==> config.mk <==
export PLATFORM = sky130hd
export DESIGN_NAME = ctrl_pkt_gen
export DESIGN_NICKNAME = d
export VERILOG_FILES = /design/src/rtl/ctrl_pkt_gen.sv
export SDC_FILE = /design/constraint.sdc
export NUM_CORES = 1
export LEC_CHECK = 0
export CAP_MARGIN = 20
export CELL_PAD_IN_SITES_DETAIL_PLACEMENT = 1
export CELL_PAD_IN_SITES_GLOBAL_PLACEMENT = 1
export CORE_AREA = 4 4 285 287
export DETAILED_ROUTE_END_ITERATION = 7
export DIE_AREA = 0 0 289 291
export PLACE_DENSITY = 0.6
export SLEW_MARGIN = 20
export SYNTH_ARGS = -nofsm -noshare
export SYNTH_HDL_FRONTEND = slang
export SYNTH_SLANG_ARGS = --single-unit
==> constraint.sdc <==
create_clock -name clk -period 5.3 [get_ports clk]
set_input_delay 1.59 -clock clk [delete_from_list [all_inputs] [get_ports clk]]
set_output_delay 1.59 -clock clk [all_outputs]
set_load 0.005 [all_outputs]
==> src/rtl/ctrl_pkt_gen.sv <==
// Control packet generator: emits VLAN/IPv4/UDP reconfiguration packets on a 256b AXI-Stream.
// Optional build macro CTRL_PKT_GEN_SEQ_EN adds a 32b sequence number to header beat 1.
module ctrl_pkt_gen #(
    parameter int         C_S_AXIS_DATA_WIDTH  = 256,
    parameter int         C_S_AXIS_TUSER_WIDTH = 128,
    parameter logic [7:0] SRC_PORT             = 8'h01
) (
    input  logic                              clk,
    input  logic                              reset,
    input  logic                              req_valid,
    output logic                              req_ready,
    input  logic [11:0]                       req_vlan_id,
    input  logic [2:0]                        req_nbeats,
    input  logic [C_S_AXIS_DATA_WIDTH-1:0]    pl_tdata,
    input  logic                              pl_tvalid,
    output logic                              pl_tready,
    input  logic                              pl_tlast,
    output logic [C_S_AXIS_DATA_WIDTH-1:0]    m_axis_tdata,
    output logic [C_S_AXIS_DATA_WIDTH/8-1:0]  m_axis_tkeep,
    output logic [C_S_AXIS_TUSER_WIDTH-1:0]   m_axis_tuser,
    output logic                              m_axis_tvalid,
    input  logic                              m_axis_tready,
    output logic                              m_axis_tlast,
    output logic [31:0]                       pkt_cnt,
    output logic                              len_err
);

    localparam int DW = C_S_AXIS_DATA_WIDTH;
    localparam int TW = C_S_AXIS_TUSER_WIDTH;

    typedef enum logic [1:0] {
        IDLE    = 2'd0,
        HDR0    = 2'd1,
        HDR1    = 2'd2,
        PAYLOAD = 2'd3
    } state_t;

    state_t      state_r;
    state_t      state_nx;
    logic        adv_s;
    logic        req_fire_s;
    logic        load_hdr0_s;
    logic        load_hdr1_s;
    logic        load_pl_s;
    logic        clear_valid_s;
    logic [11:0] vlan_r;
    logic [2:0]  nbeats_r;
    logic [2:0]  pl_idx_r;
    logic [11:0] hdr_vlan_s;
    logic [2:0]  hdr_nb_s;
    logic [31:0] pkt_seq_s;

    function automatic logic [15:0] swap16(input logic [15:0] x);
        return {x[7:0], x[15:8]};
    endfunction

    function automatic logic [31:0] swap32(input logic [31:0] x);
        return {x[7:0], x[15:8], x[23:16], x[31:24]};
    endfunction

    // 64B of header beats plus 32B per payload beat
    function automatic logic [15:0] pkt_len(input logic [2:0] nb);
        return 16'd96 + {8'd0, nb, 5'd0};
    endfunction

    function automatic logic [DW-1:0] build_hdr0(input logic [11:0] vlan, input logic [2:0] nb);
        logic [DW-1:0] d;
        logic [15:0]   tci;
        tci          = {4'h0, vlan};
        d            = '0;
        d[111:96]    = 16'h0081;
        d[127:112]   = {tci[7:0], tci[15:8]};
        d[143:128]   = 16'h0008;
        d[151:144]   = 8'h45;
        d[175:160]   = swap16(pkt_len(nb) - 16'd18);
        d[215:208]   = 8'h40;
        d[223:216]   = 8'h11;
        return d;
    endfunction

    function automatic logic [DW-1:0] build_hdr1(input logic [2:0] nb, input logic [31:0] seq);
        logic [DW-1:0] d;
        d            = '0;
        d[63:48]     = 16'hf1f2;
        d[79:64]     = 16'hf2f1;
        d[95:80]     = swap16(pkt_len(nb) - 16'd38);
        d[143:112]   = swap32(seq);
        return d;
    endfunction

    function automatic logic [TW-1:0] build_tuser(input logic [2:0] nb);
        logic [TW-1:0] u;
        u            = '0;
        u[15:0]      = pkt_len(nb);
        u[23:16]     = SRC_PORT;
        return u;
    endfunction

    assign adv_s      = !m_axis_tvalid || m_axis_tready;
    assign req_ready  = (state_r == IDLE);
    assign pl_tready  = (state_r == PAYLOAD) && adv_s;
    // Beat 0 is built straight from the request when it can be loaded in the accept cycle
    assign hdr_vlan_s = (state_r == IDLE) ? req_vlan_id : vlan_r;
    assign hdr_nb_s   = (state_r == IDLE) ? req_nbeats  : nbeats_r;

    // State register
    always_ff @(posedge clk) begin
        if (reset) begin
            state_r <= IDLE;
        end else begin
            state_r <= state_nx;
        end
    end

    // Next-state and output-register load decisions
    always_comb begin
        state_nx      = state_r;
        req_fire_s    = 1'b0;
        load_hdr0_s   = 1'b0;
        load_hdr1_s   = 1'b0;
        load_pl_s     = 1'b0;
        clear_valid_s = 1'b0;
        case (state_r)
            IDLE: begin
                if (req_valid) begin
                    req_fire_s = 1'b1;
                    if (adv_s) begin
                        load_hdr0_s = 1'b1;
                        state_nx    = HDR1;
                    end else begin
                        state_nx    = HDR0;
                    end
                end else if (adv_s) begin
                    clear_valid_s = 1'b1;
                end else begin
                    state_nx = IDLE;
                end
            end
            HDR0: begin
                if (adv_s) begin
                    load_hdr0_s = 1'b1;
                    state_nx    = HDR1;
                end else begin
                    state_nx    = HDR0;
                end
            end
            HDR1: begin
                if (adv_s) begin
                    load_hdr1_s = 1'b1;
                    state_nx    = PAYLOAD;
                end else begin
                    state_nx    = HDR1;
                end
            end
            PAYLOAD: begin
                if (adv_s && pl_tvalid) begin
                    load_pl_s = 1'b1;
                    if (pl_idx_r == nbeats_r) begin
                        state_nx = IDLE;
                    end else begin
                        state_nx = PAYLOAD;
                    end
                end else if (adv_s) begin
                    clear_valid_s = 1'b1;
                end else begin
                    state_nx = PAYLOAD;
                end
            end
            default: begin
                state_nx = IDLE;
            end
        endcase
    end

    // Output register, request latches, counters and length check
    always_ff @(posedge clk) begin
        if (reset) begin
            m_axis_tdata  <= '0;
            m_axis_tkeep  <= '0;
            m_axis_tuser  <= '0;
            m_axis_tvalid <= 1'b0;
            m_axis_tlast  <= 1'b0;
            vlan_r        <= 12'd0;
            nbeats_r      <= 3'd0;
            pl_idx_r      <= 3'd0;
            pkt_cnt       <= 32'd0;
            len_err       <= 1'b0;
        end else begin
            if (req_fire_s) begin
                vlan_r   <= req_vlan_id;
                nbeats_r <= req_nbeats;
            end
            if (m_axis_tvalid && m_axis_tready && m_axis_tlast) begin
                pkt_cnt <= pkt_cnt + 32'd1;
            end
            if (load_hdr0_s) begin
                m_axis_tdata  <= build_hdr0(hdr_vlan_s, hdr_nb_s);
                m_axis_tuser  <= build_tuser(hdr_nb_s);
                m_axis_tkeep  <= '1;
                m_axis_tvalid <= 1'b1;
                m_axis_tlast  <= 1'b0;
                pl_idx_r      <= 3'd0;
            end else if (load_hdr1_s) begin
                m_axis_tdata  <= build_hdr1(nbeats_r, pkt_seq_s);
                m_axis_tkeep  <= '1;
                m_axis_tvalid <= 1'b1;
                m_axis_tlast  <= 1'b0;
            end else if (load_pl_s) begin
                m_axis_tdata  <= pl_tdata;
                m_axis_tkeep  <= '1;
                m_axis_tvalid <= 1'b1;
                m_axis_tlast  <= (pl_idx_r == nbeats_r);
                pl_idx_r      <= pl_idx_r + 3'd1;
                // framing follows the requested count; a mismatched pl_tlast is only flagged
                if (pl_tlast != (pl_idx_r == nbeats_r)) begin
                    len_err <= 1'b1;
                end
            end else if (clear_valid_s) begin
                m_axis_tvalid <= 1'b0;
                m_axis_tlast  <= 1'b0;
            end
        end
    end

`ifdef CTRL_PKT_GEN_SEQ_EN
    logic [31:0] seq_r;
    logic [31:0] pkt_seq_r;

    // Sequence number per accepted request, frozen for the packet being built
    always_ff @(posedge clk) begin
        if (reset) begin
            seq_r     <= 32'd0;
            pkt_seq_r <= 32'd0;
        end else if (req_fire_s) begin
            pkt_seq_r <= seq_r;
            seq_r     <= seq_r + 32'd1;
        end
    end

    assign pkt_seq_s = pkt_seq_r;
`else
    assign pkt_seq_s = 32'd0;
`endif

endmodule
==> run metrics, run 1 <==
status finished, final reports clean; drt wl/cell 17.73 µm; Max-slew headroom 0.5273; Worst Min Path Start vlan_r[11]$_SDFFE_PP0P_; Worst-Margin Slew 0.7090 ns; GR Overflow Total 0; Slew Limit Fails 0; count of final setup violators 0; Fillers 9,188; number of I/O pins 730; drt via density 4.008; CP Data Required Time 3.71 ns; Clock Sinks 317; most common cell after layout, fill and taps aside clkdlybuf4s50_1; total power 6.481 mW; GP Congestion 0.7879; yosys warns 0; Routed Antenna Nets 0; sequential area share after synthesis 0.4597; clock tree buffer depth 3; CTS tree done; RSZ-0062 raised after global routing false; post-synthesis cell count 1,593; skew final 0.01880 ns; first-pass GRT wire length 83,810 µm; total power divided by cell area 300.2 nW/µm²; Post-CTS Hold Fix Bufs 0; Max FO, Critical Path 4; r2r endpoint m_axis_tdata[163]$_SDFFE_PP0P_; Clock Pin Slew Worst Setup and Hold Paths 0.05 ns; nets 2,411; Clock Root Buffer clkbuf_16; Critical Path Start Type input pin; Setup TNS 0 ns; die width 289 µm; crit end category output port; FF+latch count, synth 317; Worst-Skew Late Latency 0.55 ns; WHS Endpoint vlan_r[11]$_SDFFE_PP0P_; DP Area 20,200 µm²; hold path cells 2; Peak VDD IR 0.1749 mV; Total GRT Usage 0.1268; Initial DRC Count 340; largest net degree at the start of global routing 115; CORE AREA 78,610 µm²; # Max-Cap Violations 0; Avg Inst Size Synth 8.666 µm²; site row count 103; CTS buffer count 41; drt pass-1 iters 4; Post-CTS Resized 0; vias 12,850; Worst R2R Start state_r[0]$_SDFFE_PP0P_; setup ws final 0.3854 ns; WP data arrival 3.32 ns; initial antenna violation count 4; die height 291 µm; final instance area 21,590 µm²; critical path class input pin to output port; highest-count cells in the layout ignoring fill and taps 605 x clkdlybuf4s50_1, 423 x nand2_1, 316 x dfxtp_1, 161 x a21oi_2, 123 x conb_1; CTS HTree Levels 2; Hold Path Class flop to flop; Pleak 7.156 nW; final wirelength 56,860 µm; DIE AREA 84,100 µm²; Post-route DRC 0; share of cells above drive strength 1 0.1262; Mapped Area 13,800 µm²; Area Growth Syn to Fin 56.39%; reg2reg setup slack 2.70 ns; critical path startpoint m_axis_tready; R2R depth 8; fmax 203.5 MHz; Hold Violations, Final 0; Final HPWL DP 42,650 µm; EDFF count, synth 0; Distinct cells, synth 57; async set-reset flop share out of synthesis 0; vias in the first global route 13,400; top_reg_cell synth dfxtp_1; min Tclk post-route 4.915 ns; final core utilization 0.2746; crit share post-route 0.9273; Port Buf Inserts 606; post-CTS setup buffer count 0; Post-Place Setup Slack 0.3575 ns; Initial Utilization 0.1756
## worst max-delay path by stage
stage               slack, ns        end
global route             0.31  pl_tready
finish                   0.39  pl_tready
global placement         0.36  pl_tready
floorplan                1.63  pl_tready
detailed placement       0.36  pl_tready
CTS                      0.34  pl_tready
## final cells by class
cell class	instances	area, µm²	share of cell area
timing repair buffer	631	6326	0.2930
clock buffer	66	1292	0.05987
sequential	317	6347	0.2940
clock inverter	8	96.34	0.004462
antenna	1	2.502	0.0001159
multi-input combinational	1121	6166	0.2856
inverter	12	45.04	0.002086
tap	1050	1314	0.06085
## logic make-up after synthesis
| group | synth area share |
|---|---|
| fa+ha+maj | 0.009064 |
| mux | 0.01967 |
| flops | 0.4597 |
| buf+inv | 0.1298 |
| compound gates | 0.1885 |
| other cells | 0.0002717 |
| simple gates | 0.1822 |
| xor+xnor | 0.01079 |
## through the flow
step           instances  hold WS, ns
2_1_floorplan       1715       0.4357
6_report            3206       0.4547
3_3_place_gp        3131       0.4427
3_5_place_dp        3131       0.4490
4_1_cts             3205       0.4567
5_1_grt             3206       0.4690
## cell usage after synthesis, types with 17 or more instances
| cell | number | area [µm²] |
|---|---|---|
| a211oi_1 | 21 | 157.7 |
| a21oi_2 | 161 | 1410 |
| dfxtp_1 | 317 | 6346 |
| nor2_1 | 90 | 337.8 |
| a221oi_1 | 27 | 236.5 |
| mux2i_1 | 17 | 170.2 |
| clkbuf_1 | 70 | 262.8 |
| buf_6 | 20 | 225.2 |
| nand2_1 | 424 | 1592 |
| o22ai_1 | 23 | 143.9 |
| a21oi_1 | 61 | 305.3 |
| buf_4 | 154 | 1156 |
| buf_2 | 18 | 90.09 |
## worst max-delay path: stages
cell and delay (ns):
clkdlybuf4s50_1 0.75, nand2b_1 0.21, and2_1 0.23, clkdlybuf4s50_1 0.53
## flip-flops by register name (all words and copies together), names as in the netlist
name and flops:
m_axis_tdata 256, pkt_cnt 32, vlan_r 12, len_err 1, state_r 2, m_axis_tvalid 1, m_axis_tuser 5, pl_idx_r 3
nbeats_r 3, m_axis_tlast 1, m_axis_tkeep 1
## routing by layer
metal | share of wire | GRT usage | vias up
li1 | - | - | 6137
met1 | 0.40 | 0.1474 | 6192
met2 | 0.49 | 0.2248 | 463
met3 | 0.082 | 0.03806 | 59
met4 | 0.025 | 0.03514 | 0
met5 | 0 | 0 | -
## where the power goes
part	total (mW)	switching, mW	internal (mW)	leakage (nW)
Combinational	1.08	0.534	0.545	3.91
Clock	2.85	1.09	1.76	0.684
Sequential	2.55	0.0725	2.48	2.57
Total	6.48	1.70	4.78	7.16
No activity file was read; power rests on OpenSTA's default activity.
==> run 2: changes to the inputs <==
--- a/config.mk
+++ b/config.mk
@@ -9,6 +9,7 @@
 export CELL_PAD_IN_SITES_DETAIL_PLACEMENT = 1
 export CELL_PAD_IN_SITES_GLOBAL_PLACEMENT = 1
 export CORE_AREA = 4 4 285 287
+export CTS_BUF_LIST = sky130_fd_sc_hd__clkbuf_16
 export DETAILED_ROUTE_END_ITERATION = 7
 export DIE_AREA = 0 0 289 291
 export PLACE_DENSITY = 0.6
==> run 2 against run 1 <==
Compared with the run above:
- sequential power is essentially flat
- worst hold slack is essentially flat
- total power shrank 3.3%
- clock power shrank 7.4%
- highest routed layer unchanged
==> run metrics, run 2 (same netlist as run 1, synthesis figures left out) <==
Post-route DRC 0 (unchanged); delay-heaviest family, CP buffers and inverters; Area Growth Syn to Fin 55.45%; status finished, final reports clean; Fillers 9,193 (+0.054%); DIE AREA 84,100 µm² (unchanged); grt met2 use 0.2246 (about the same); GR Layer Usage met1 0.1472 (-0.0001922); skew final 0.01863 ns (-0.0001643 ns); most used cell, CP clkdlybuf4s50_1; hold path cells 2 (unchanged); Initial Utilization 0.1756 (unchanged); Worst Setup EP pl_tready; R2R depth 8 (unchanged); Max-slew headroom 0.5262 (-0.001177); Post-CTS Hold Fix Bufs 0 (unchanged); share of cells above drive strength 1 0.1202 (-0.006032); final instance area 21,460 µm² (-0.60%); GR Overflow Total 0 (unchanged); number of I/O pins 730 (unchanged); initial antenna violation count 4 (unchanged); fmax 203.2 MHz (-0.15%); highest-count cells in the layout ignoring fill and taps 605 x clkdlybuf4s50_1, 423 x nand2_1, 316 x dfxtp_1, 161 x a21oi_2, 123 x conb_1; Worst-Margin Slew 0.7081 ns (-0.0009165 ns); CTS buffer count 41 (unchanged); CP max-delay cell clkdlybuf4s50_1; Slew Limit Fails 0 (unchanged); die height 291 µm (unchanged); critical path startpoint m_axis_tready; Total GRT Usage 0.1267 (about the same); first-pass GRT wire length 83,770 µm (about the same); Max FO, Critical Path 4 (unchanged); Worst-Skew Late Latency 0.55 ns (about the same); RSZ-0062 raised after global routing false; crit share post-route 0.9287 (+0.001406); Port Buf Inserts 606 (unchanged); Worst R2R Start state_r[0]$_SDFFE_PP0P_; die width 289 µm (unchanged); storage element area 6347 µm² (unchanged); # Max-Cap Violations 0 (unchanged); CTS tree done; min Tclk post-route 4.922 ns (+0.007451 ns); Hold Violations, Final 0 (unchanged); Top Registers m_axis_tdata (256), pkt_cnt (32), vlan_r (12); CP cell instances clkdlybuf4s50_1 > nand2b_1 > and2_1 > clkdlybuf4s50_1; GP Congestion 0.7879 (unchanged); Critical Path Start Type input pin; Clock Pin Slew Worst Setup and Hold Paths 0.05 ns (about the same); buffers plus inverters on the worst setup path 2 (unchanged); Initial DRC Count 370 (+8.8%); critical path class input pin to output port; count of final setup violators 0 (unchanged); final wirelength 56,940 µm (+0.15%); area of the multi-input gates 6166 µm² (unchanged); drt via density 4.009 (about the same); vias in the first global route 13,400 (+0.0075%); max FFs per register 256 (unchanged); r2r endpoint m_axis_tdata[163]$_SDFFE_PP0P_; CP Data Required Time 3.71 ns (about the same); reg2reg setup slack 2.69 ns (about the same); DP Area 20,200 µm² (unchanged); Post-CTS Resized 0 (unchanged); most common cell after layout, fill and taps aside clkdlybuf4s50_1; Most flops, register m_axis_tdata; gr busiest metal met2; crit end category output port; nets 2,411 (unchanged); WP data arrival 3.33 ns (about the same); largest net degree at the start of global routing 115 (unchanged); vias 12,850 (+0.0078%); clock tree buffer depth 3 (unchanged); post-CTS setup buffer count 0 (unchanged); Hold Path Class flop to flop; CTS HTree Levels 2 (unchanged); Final HPWL DP 42,650 µm (unchanged); drt pass-1 iters 4 (unchanged); Clock Root Buffer clkbuf_16; WP depth 4 (unchanged); drt wl/cell 17.76 µm (+0.15%); Routed Antenna Nets 0 (unchanged); met3 track demand over resource 0.03806 (unchanged); site row count 103 (unchanged); Setup TNS 0 ns (unchanged); total power divided by cell area 291.9 nW/µm² (-2.7%); largest stage delay on the critical path 0.75 ns (about the same); CORE AREA 78,610 µm² (unchanged); Pleak 7.124 nW (-0.44%); Peak VDD IR 0.1747 mV (-0.12%); Clock Sinks 317 (unchanged)
run 2: changes by cell type in the layout (fill, tap and decap cells not counted):
cell,before,now
clkbuf_8,13,0
inv_1,12,22
clkbuf_1,10,0
clkinv_1,0,13
run 2: worst min-delay path by stage:
stage | from | slack [ns] | to
CTS | m_axis_tdata[137]$_SDFFE_PP0P_ | 0.46 | m_axis_tdata[137]$_SDFFE_PP0P_
global route | vlan_r[2]$_SDFFE_PP0P_ | 0.47 | vlan_r[2]$_SDFFE_PP0P_
floorplan | vlan_r[0]$_SDFFE_PP0P_ | 0.44 | vlan_r[0]$_SDFFE_PP0P_
global placement | m_axis_tdata[110]$_SDFFE_PP0P_ | 0.44 | m_axis_tdata[110]$_SDFFE_PP0P_
detailed placement | m_axis_tdata[137]$_SDFFE_PP0P_ | 0.45 | m_axis_tdata[137]$_SDFFE_PP0P_
finish | vlan_r[11]$_SDFFE_PP0P_ | 0.45 | vlan_r[11]$_SDFFE_PP0P_
run 2: final cells by class:
type,count,share of cell area
Sequential cell,317,0.2958
Timing Repair Buffer,631,0.2948
Multi-Input combinational cell,1121,0.2873
Tap cell,1050,0.06122
Clock buffer,43,0.05014
Clock inverter,31,0.008513
Inverter,12,0.002099
Antenna cell,1,0.0001166
run 2: metrics by stage:
| step | utilization | worst slack (ns) | power [mW] | hold slack [ns] | cells |
|---|---|---|---|---|---|
| 3_5_place_dp | 0.2569 | 0.3575 | 3.694 | 0.4490 | 3131 |
| 3_3_place_gp | 0.2569 | 0.3619 | 3.669 | 0.4427 | 3131 |
| 5_1_grt | 0.2730 | 0.3092 | 6.595 | 0.4690 | 3206 |
| 2_1_floorplan | - | 1.632 | 3.196 | 0.4357 | 1715 |
| 4_1_cts | 0.2729 | 0.3379 | 6.417 | 0.4567 | 3205 |
| 6_report | 0.2730 | 0.3780 | 6.265 | 0.4546 | 3206 |
run 2: power breakdown:
part,switching [mW],internal (mW),total (mW),leakage (nW)
registers,0.0725,2.48,2.55,2.57
logic,0.534,0.545,1.08,3.91
clock network,1.09,1.55,2.64,0.652
total,1.69,4.57,6.27,7.12
run 2: worst reg2reg max path: stages (launching register included):
cell and delay (ns):
dfxtp_1 0.34, inv_1 0.11, ha_1 0.15, buf_4 0.32, a21oi_2 0.17, nor2_4 0.11
buf_4 0.47, o2111ai_1 0.44, a311oi_1 0.39
run 2: metal layers:
metal,share of wire,vias to the layer above
li1,-,6139
met1,0.40,6188
met2,0.49,466
met3,0.083,59
met4,0.025,0
met5,0,-
